===== config.mk =====
export PLATFORM = sky130hd
export DESIGN_NAME = mips_mc_ctrl
export DESIGN_NICKNAME = d
export VERILOG_FILES = /design/src/rtl/mips_mc_ctrl.sv
export SDC_FILE = /design/constraint.sdc
export NUM_CORES = 1
export LEC_CHECK = 0
export ABC_AREA = 1
export CAP_MARGIN = 20
export CORE_AREA = 2 2 84 86
export CTS_BUF_LIST = sky130_fd_sc_hd__clkbuf_16
export DETAILED_ROUTE_END_ITERATION = 8
export DIE_AREA = 0 0 86 88
export PLACE_DENSITY = 0.77
export RECOVER_POWER = 25
export SLEW_MARGIN = 15
export SYNTH_ARGS = -nofsm -noshare
export SYNTH_HDL_FRONTEND = slang
export SYNTH_SLANG_ARGS = --single-unit

===== constraint.sdc =====
create_clock -name clk -period 2.6 [get_ports clk]
set_clock_uncertainty 0.2 [all_clocks]
set_input_delay 0.52 -clock clk [delete_from_list [all_inputs] [get_ports clk]]
set_output_delay 0.52 -clock clk [all_outputs]
set_load 0.02 [all_outputs]

===== src/rtl/mips_mc_ctrl.sv =====
// mips_mc_ctrl: multi-cycle control unit for the MIPS core.
// Sequences FETCH/DECODE/EXEC/MEM/WB over one shared memory port, with a
// ready/request handshake guarded by a wait-cycle timeout, a sticky
// illegal-instruction trap and a retired-instruction counter.
module mips_mc_ctrl #(
  parameter int ALU_OP_W    = 3,
  parameter int MEM_TIMEOUT = 16,
  parameter int CNT_W       = 32
) (
  input  logic                clk,
  input  logic                rst,
  input  logic [5:0]          op,
  input  logic [5:0]          funct,
  input  logic                zero,
  input  logic                mem_ready,
  output logic                im_req,
  output logic                dm_req,
  output logic                dm_we,
  output logic                ir_we,
  output logic                pc_we,
  output logic [1:0]          npc_sel,
  output logic                reg_we,
  output logic [1:0]          reg_dst,
  output logic [1:0]          wd_sel,
  output logic                alu_src,
  output logic [1:0]          ext_op,
  output logic [ALU_OP_W-1:0] alu_op,
  output logic [2:0]          state,
  output logic                illegal,
  output logic                bus_err,
  output logic [CNT_W-1:0]    instr_count
);

  typedef enum logic [2:0] {
    S_FETCH  = 3'd0,
    S_DECODE = 3'd1,
    S_EXEC   = 3'd2,
    S_MEM    = 3'd3,
    S_WB     = 3'd4,
    S_TRAP   = 3'd7
  } state_t;

  localparam logic [5:0] OP_RTYPE = 6'b000000;
  localparam logic [5:0] OP_ORI   = 6'b001101;
  localparam logic [5:0] OP_LUI   = 6'b001111;
  localparam logic [5:0] OP_LW    = 6'b100011;
  localparam logic [5:0] OP_SW    = 6'b101011;
  localparam logic [5:0] OP_BEQ   = 6'b000100;
  localparam logic [5:0] OP_J     = 6'b000010;

  localparam logic [5:0] FN_ADDU  = 6'b100001;
  localparam logic [5:0] FN_SUBU  = 6'b100011;
  localparam logic [5:0] FN_AND   = 6'b100100;
  localparam logic [5:0] FN_OR    = 6'b100101;
  localparam logic [5:0] FN_SLT   = 6'b101010;

  localparam logic [ALU_OP_W-1:0] ALU_ADD = ALU_OP_W'(0);
  localparam logic [ALU_OP_W-1:0] ALU_SUB = ALU_OP_W'(1);
  localparam logic [ALU_OP_W-1:0] ALU_AND = ALU_OP_W'(2);
  localparam logic [ALU_OP_W-1:0] ALU_OR  = ALU_OP_W'(3);
  localparam logic [ALU_OP_W-1:0] ALU_SLT = ALU_OP_W'(4);

  localparam logic [1:0] NPC_SEQ    = 2'b00;
  localparam logic [1:0] NPC_BRANCH = 2'b01;
  localparam logic [1:0] NPC_JUMP   = 2'b10;

  localparam logic [1:0] EXT_ZERO = 2'b00;
  localparam logic [1:0] EXT_SIGN = 2'b01;
  localparam logic [1:0] EXT_LUI  = 2'b10;

  localparam logic [1:0] DST_RT = 2'b00;
  localparam logic [1:0] DST_RD = 2'b01;
  localparam logic [1:0] WD_ALU = 2'b00;
  localparam logic [1:0] WD_MEM = 2'b01;

  // The wait counter only ever has to reach MEM_TIMEOUT-1.
  localparam int WAIT_W = (MEM_TIMEOUT > 2) ? $clog2(MEM_TIMEOUT) : 1;
  localparam logic [WAIT_W-1:0] WAIT_LAST =
    (MEM_TIMEOUT > 0) ? WAIT_W'(MEM_TIMEOUT - 1) : '0;

  state_t              cur_state, nxt_state;
  logic [WAIT_W-1:0]   wait_cnt;
  logic                wait_hit;

  logic                is_rtype, is_ori, is_lui, is_lw, is_sw, is_beq, is_j;
  logic                r_ok, exec_legal;
  logic [ALU_OP_W-1:0] r_alu_op;
  logic [ALU_OP_W-1:0] ex_alu_op;
  logic                ex_alu_src;
  logic [1:0]          ex_ext_op;

  logic                im_req_c, dm_req_c, dm_we_c, ir_we_c, pc_we_c, reg_we_c;
  logic                retire, set_illegal, set_bus_err;

  assign is_rtype = (op == OP_RTYPE);
  assign is_ori   = (op == OP_ORI);
  assign is_lui   = (op == OP_LUI);
  assign is_lw    = (op == OP_LW);
  assign is_sw    = (op == OP_SW);
  assign is_beq   = (op == OP_BEQ);
  assign is_j     = (op == OP_J);

  assign exec_legal = (is_rtype && r_ok) || is_ori || is_lui || is_lw || is_sw || is_beq;

  assign wait_hit = (MEM_TIMEOUT != 0) && (wait_cnt == WAIT_LAST);

  // R-type funct decode: ALU operation and whether the funct is supported.
  always_comb begin
    // NOTE: every signal written here gets a default first so no path leaves it unassigned (no latch).
    r_ok     = 1'b1;
    r_alu_op = ALU_ADD;
    case (funct)
      FN_ADDU: r_alu_op = ALU_ADD;
      FN_SUBU: r_alu_op = ALU_SUB;
      FN_AND:  r_alu_op = ALU_AND;
      FN_OR:   r_alu_op = ALU_OR;
      FN_SLT:  r_alu_op = ALU_SLT;
      default: r_ok     = 1'b0;
    endcase
  end

  // Datapath steering used in EXEC and held through WB.
  always_comb begin
    ex_alu_op  = ALU_ADD;
    ex_alu_src = 1'b0;
    ex_ext_op  = EXT_ZERO;
    if (is_rtype) begin
      ex_alu_op = r_alu_op;
    end else if (is_ori) begin
      ex_ext_op  = EXT_ZERO;
      ex_alu_src = 1'b1;
      ex_alu_op  = ALU_OR;
    end else if (is_lui) begin
      ex_ext_op  = EXT_LUI;
      ex_alu_src = 1'b1;
      ex_alu_op  = ALU_OR;
    end else if (is_lw || is_sw) begin
      ex_ext_op  = EXT_SIGN;
      ex_alu_src = 1'b1;
      ex_alu_op  = ALU_ADD;
    end else if (is_beq) begin
      ex_alu_op  = ALU_SUB;
      ex_alu_src = 1'b0;
    end
  end

  // Next-state and control-output logic.
  always_comb begin
    nxt_state   = cur_state;
    im_req_c    = 1'b0;
    dm_req_c    = 1'b0;
    dm_we_c     = 1'b0;
    ir_we_c     = 1'b0;
    pc_we_c     = 1'b0;
    reg_we_c    = 1'b0;
    npc_sel     = NPC_SEQ;
    reg_dst     = DST_RT;
    wd_sel      = WD_ALU;
    alu_src     = 1'b0;
    ext_op      = EXT_ZERO;
    alu_op      = ALU_ADD;
    retire      = 1'b0;
    set_illegal = 1'b0;
    set_bus_err = 1'b0;
    case (cur_state)
      S_FETCH: begin
        im_req_c = 1'b1;
        if (mem_ready) begin
          ir_we_c   = 1'b1;
          pc_we_c   = 1'b1;
          npc_sel   = NPC_SEQ;
          nxt_state = S_DECODE;
        end else if (wait_hit) begin
          set_bus_err = 1'b1;
          nxt_state   = S_TRAP;
        end
      end
      S_DECODE: begin
        if (is_j) begin
          pc_we_c   = 1'b1;
          npc_sel   = NPC_JUMP;
          retire    = 1'b1;
          nxt_state = S_FETCH;
        end else if (exec_legal) begin
          nxt_state = S_EXEC;
        end else begin
          set_illegal = 1'b1;
          nxt_state   = S_TRAP;
        end
      end
      S_EXEC: begin
        alu_op  = ex_alu_op;
        alu_src = ex_alu_src;
        ext_op  = ex_ext_op;
        if (is_beq) begin
          pc_we_c   = zero;
          npc_sel   = NPC_BRANCH;
          retire    = 1'b1;
          nxt_state = S_FETCH;
        end else if (is_lw || is_sw) begin
          nxt_state = S_MEM;
        end else if (exec_legal) begin
          nxt_state = S_WB;
        end else begin
          // IR is stable after DECODE, so this only guards against corruption.
          nxt_state = S_TRAP;
        end
      end
      S_MEM: begin
        dm_req_c = 1'b1;
        dm_we_c  = is_sw;
        if (mem_ready) begin
          if (is_sw) begin
            retire    = 1'b1;
            nxt_state = S_FETCH;
          end else begin
            nxt_state = S_WB;
          end
        end else if (wait_hit) begin
          set_bus_err = 1'b1;
          nxt_state   = S_TRAP;
        end
      end
      S_WB: begin
        reg_we_c  = 1'b1;
        reg_dst   = is_rtype ? DST_RD : DST_RT;
        wd_sel    = is_lw ? WD_MEM : WD_ALU;
        alu_op    = ex_alu_op;
        alu_src   = ex_alu_src;
        ext_op    = ex_ext_op;
        retire    = 1'b1;
        nxt_state = S_FETCH;
      end
      S_TRAP: begin
        nxt_state = S_TRAP;
      end
      default: begin
        nxt_state = S_TRAP;
      end
    endcase
  end

  // NOTE: reset only moves the state register, so the request and write
  // enables are gated with rst to stay quiet for the whole reset pulse.
  assign im_req = im_req_c & ~rst;
  assign dm_req = dm_req_c & ~rst;
  assign dm_we  = dm_we_c  & ~rst;
  assign ir_we  = ir_we_c  & ~rst;
  assign pc_we  = pc_we_c  & ~rst;
  assign reg_we = reg_we_c & ~rst;
  assign state  = cur_state;

  // State register.
  always_ff @(posedge clk or posedge rst) begin
    // NOTE: sequential state uses non-blocking assignments so every register samples pre-edge values.
    if (rst) begin
      cur_state <= S_FETCH;
    end else begin
      cur_state <= nxt_state;
    end
  end

  // Handshake wait counter: cleared on any state change, counts stalled cycles.
  always_ff @(posedge clk or posedge rst) begin
    if (rst) begin
      wait_cnt <= '0;
    end else if (nxt_state != cur_state) begin
      wait_cnt <= '0;
    end else if ((cur_state == S_FETCH || cur_state == S_MEM) && !mem_ready) begin
      wait_cnt <= wait_cnt + WAIT_W'(1);
    end
  end

  // Sticky trap flags.
  always_ff @(posedge clk or posedge rst) begin
    if (rst) begin
      illegal <= 1'b0;
      bus_err <= 1'b0;
    end else begin
      if (set_illegal) illegal <= 1'b1;
      if (set_bus_err) bus_err <= 1'b1;
    end
  end

  // Retired-instruction counter, wrapping modulo 2^CNT_W.
  always_ff @(posedge clk or posedge rst) begin
    if (rst) begin
      instr_count <= '0;
    end else if (retire) begin
      instr_count <= instr_count + CNT_W'(1);
    end
  end

endmodule


==> summary.txt <==
Floorplanning
  – Total Die Area: 7568 µm²
  – Starting density of the core: 38.68%
  – I/O pin cnt: 71
  – FP Rows: 30
  – Core area: 6644 µm²
  – Die Ht: 88 µm
  – Die width: 86 µm

Setup path
  – CP top delay family: buffers and inverters
  – R2r startpoint: state[0]$_DFF_PP0_
  – Worst setup SP type: input port
  – Critical Path End Type: output pin
  – Reg2reg end: instr_count[5]$_DFFE_PP0P_
  – Crit-path max FO: 7
  – Stages on the worst setup path: 3
  – Reg2reg path depth: 10
  – Internal reg-to-reg setup slack: 0.46 ns
  – Cells along the critical path: clkdlybuf4s50_1, nor2_1, clkdlybuf4s50_1
  – Slowest cell on the critical path: clkdlybuf4s50_1
  – Buffers and inverters on the worst path: 2
  – Data required, critical path: 1.88 ns
  – Data arrival time of the worst path: 1.81 ns
  – Crit path top cell by count: clkdlybuf4s50_1
  – Kind of critical path: input port to output pin
  – Max stage delay on crit path: 0.62 ns

STA
  – Max Clk Rate: 394.6 MHz
  – Final period util: 97.46%
  – Final setup violation count: 0
  – Final hold violations: 0
  – Fin crit period: 2.534 ns
  – RSZ-0062 raised after global routing: false
  – Slew HR: 30.77%
  – Final Max Slew Viols: 0
  – WHS: 0.2664 ns
  – PnR worst setup slack: 0.06596 ns
  – Worst-Margin Slew: 1.038 ns

Cells and area
  – Area Growth Syn to Fin: 47.37%
  – Final core occ: 57.01%
  – Share of layout cells above drive strength 1: 21.95%
  – Final Net Count: 469
  – Antenna diodes: 0
  – # fillers: 575

Synth
  – Mean Syn Cell Area: 7.603 µm²
  – Compound-Gate Fraction of Synth Area: 2.386%
  – Number of synthesized flops with an enable pin: 0
  – Post-synthesis register bit count: 41
  – Xor and xnor area share after synthesis: 11.59%
  – Largest family of logic cells by synthesized area: simple AND/OR/NAND/NOR gates
  – Post-synthesis cell type count: 32
  – Commonest cells post-synth: nand2_1, nor2_1, dfrtp_1, inv_1, nand3_1
  – Synth area leaders: dfrtp_1, nand2_1, nor2_1
  – Post-Syn Area: 2570 µm²
  – Post-synthesis mux area share: 0.3895%
  – Cells after Synth: 338
  – Fraction of registers with async set/reset: 100.0%
  – Synth Area in Simple Gates: 37.24%
  – Top-count cell post-synth: nand2_1
  – Top_reg_cell synth: dfrtp_1
  – Yosys warns: 0
  – Yosys top cell area share: 39.92%
  – Seq/Total Area, Yosys: 39.92%
  – Area share of fa/ha/maj cells after synthesis: 0.9737%
  – Area leader, netlist: dfrtp_1

Global routing
  – Initial antenna violation count: 0
  – Global-route wire length before repair: 11670 µm
  – Met2 usage: 32.49%
  – Global-route usage over all layers: 19.14%
  – Vias in the first global route: 2553
  – Grt peak-use layer: met2
  – Largest net degree at the start of global routing: 42
  – Met3 Use GR: 3.393%
  – Total grt overflow: 0
  – Met1 Usage GRT: 25.16%

Drt
  – DRC: 0
  – Wire per inst: 13.30 µm
  – DR pass1 iterations: 4
  – Vias/cell: 4.960
  – Post-route ant nets: 0
  – Routed WL: 7063 µm
  – Via Count: 2634
  – DRT iter0 DRCs: 161

Run
  – Max Cap Viol: 0

CTS
  – CTS sink count: 41
  – Clk buf depth: 2
  – CTS H-Tree Depth: 2
  – Num CTS Buffers: 5
  – CTS Root Cell: clkbuf_16
  – Clk slew on worst S/H paths: 0.06 ns
  – CTS tree: done
  – Clk_lat worst skew: 0.28 ns

Outcome
  – Status: complete, no violations

Hold path
  – Worst hold path type: flop to flop
  – Endpoint, Worst Hold: bus_err$_DFFE_PP0P_
  – WHS Path Cells: 1
  – Worst hold start: bus_err$_DFFE_PP0P_

Pwr
  – Pwr per Cell Area: 346.5 nW/µm²
  – Internal power: 1024 µW
  – Clock power frac: 44.7%
  – Combinational Power Share: 6.5%
  – Peak supply drop: 0.0002880 V
  – Leak: 0.001810 µW
  – Reg power frac: 48.8%
  – Sw Ratio: 21.96%
  – NetSw: 288.2 µW

Placement
  – Port bufs: 68
  – Place WS: -0.6501 ns
  – RD Place Congestion: 0.8928
  – HPWL after DPL: 5377 µm
==> metal layers <==
layer | routed length (µm) | vias to the layer above
met5 | 0 | -
met1 | 3228 | 1261
met4 | 99 | 0
met3 | 262 | 13
li1 | - | 1297
met2 | 3472 | 63
==> placed cells by master (no fill, tap or decap), drive strengths merged, types with 2 or more instances in the layout <==
cell           instances
xor2                  18
clkdlybuf4s15          2
nor2                  48
inv                   41
nor3                  26
clkbuf                 9
dfrtp                 41
nand2                 88
nand3                 28
dlymetal6s2s           3
clkdlybuf4s50         47
nand4                  9
xnor2                 16
dlygate4sd2            6
a21oi                  3
clkinv                 2
buf                   47
conb                   2
o21ai                  4
ha                     2
==> worst max path at each step <==
stage               startpoint        end  slack (ns)
global placement         op[5]  alu_op[0]       -0.60
floorplan                op[5]  alu_op[0]        0.14
global route             op[4]  alu_op[0]       0.003
detailed placement       op[5]  alu_op[0]       -0.65
CTS                      op[0]  wd_sel[0]      -0.003
finish                     rst     im_req        0.07
==> layout make-up <==
type / count / area, µm² / area share, %
inverters: 42 / 157.7 / 4.163
clock inverters: 2 / 11.26 / 0.2973
flip-flops and latches: 41 / 1026 / 27.09
clock buffers: 5 / 125.1 / 3.304
repair buffers: 109 / 949.7 / 25.07
multi-input cells: 252 / 1418 / 37.43
well taps: 80 / 100.1 / 2.643
==> kinds of logic after synthesis <==
kind of cell,Yosys count
AO/OA/AOI/OAI,10
XOR/XNOR,34
adder cells (fa/ha/maj),2
buffers and inverters,46
flip-flops,41
multiplexers,1
other,1
AND/OR/NAND/NOR,203
==> stage by stage <==
stage	cells	total power (µW)	TNS [ns]	instance area, µm²
finish	531	1312	0	3787
global route	531	1361	0	3787
CTS	530	1311	-0.002542	3734
detailed placement	522	733.5	-10.73	3628
global placement	522	731.6	-7.952	3628
floorplan	339	684.1	0	2574
==> sequential cells by signal, indices dropped and copies added (netlist names) <==
signal       count
state            3
instr_count     32
bus_err          1
illegal          1
wait_cnt         4
==> power groups by stage <==
stage | clock network [µW] | registers, µW | logic, µW
after global routing | 627 | 639 | 94.7
after floorplan | 0 | 651 | 32.9
final | 587 | 640 | 85.8
after global placement | 0 | 651 | 80.3
after CTS | 589 | 640 | 82.0
after detailed placement | 0 | 651 | 82.2
==> repair_timing <==
action | in CTS | in global routing
gates resized for setup | 47 | 22
hold endpoints to repair | 0 | 0
setup buffers | 1 | 1
endpoints found under the setup margin | 14 | 39
hold buffers | 0 | 0
cloned | 0 | 0
pin swaps | 5 | 10
Power figures use the tool's default switching activity.
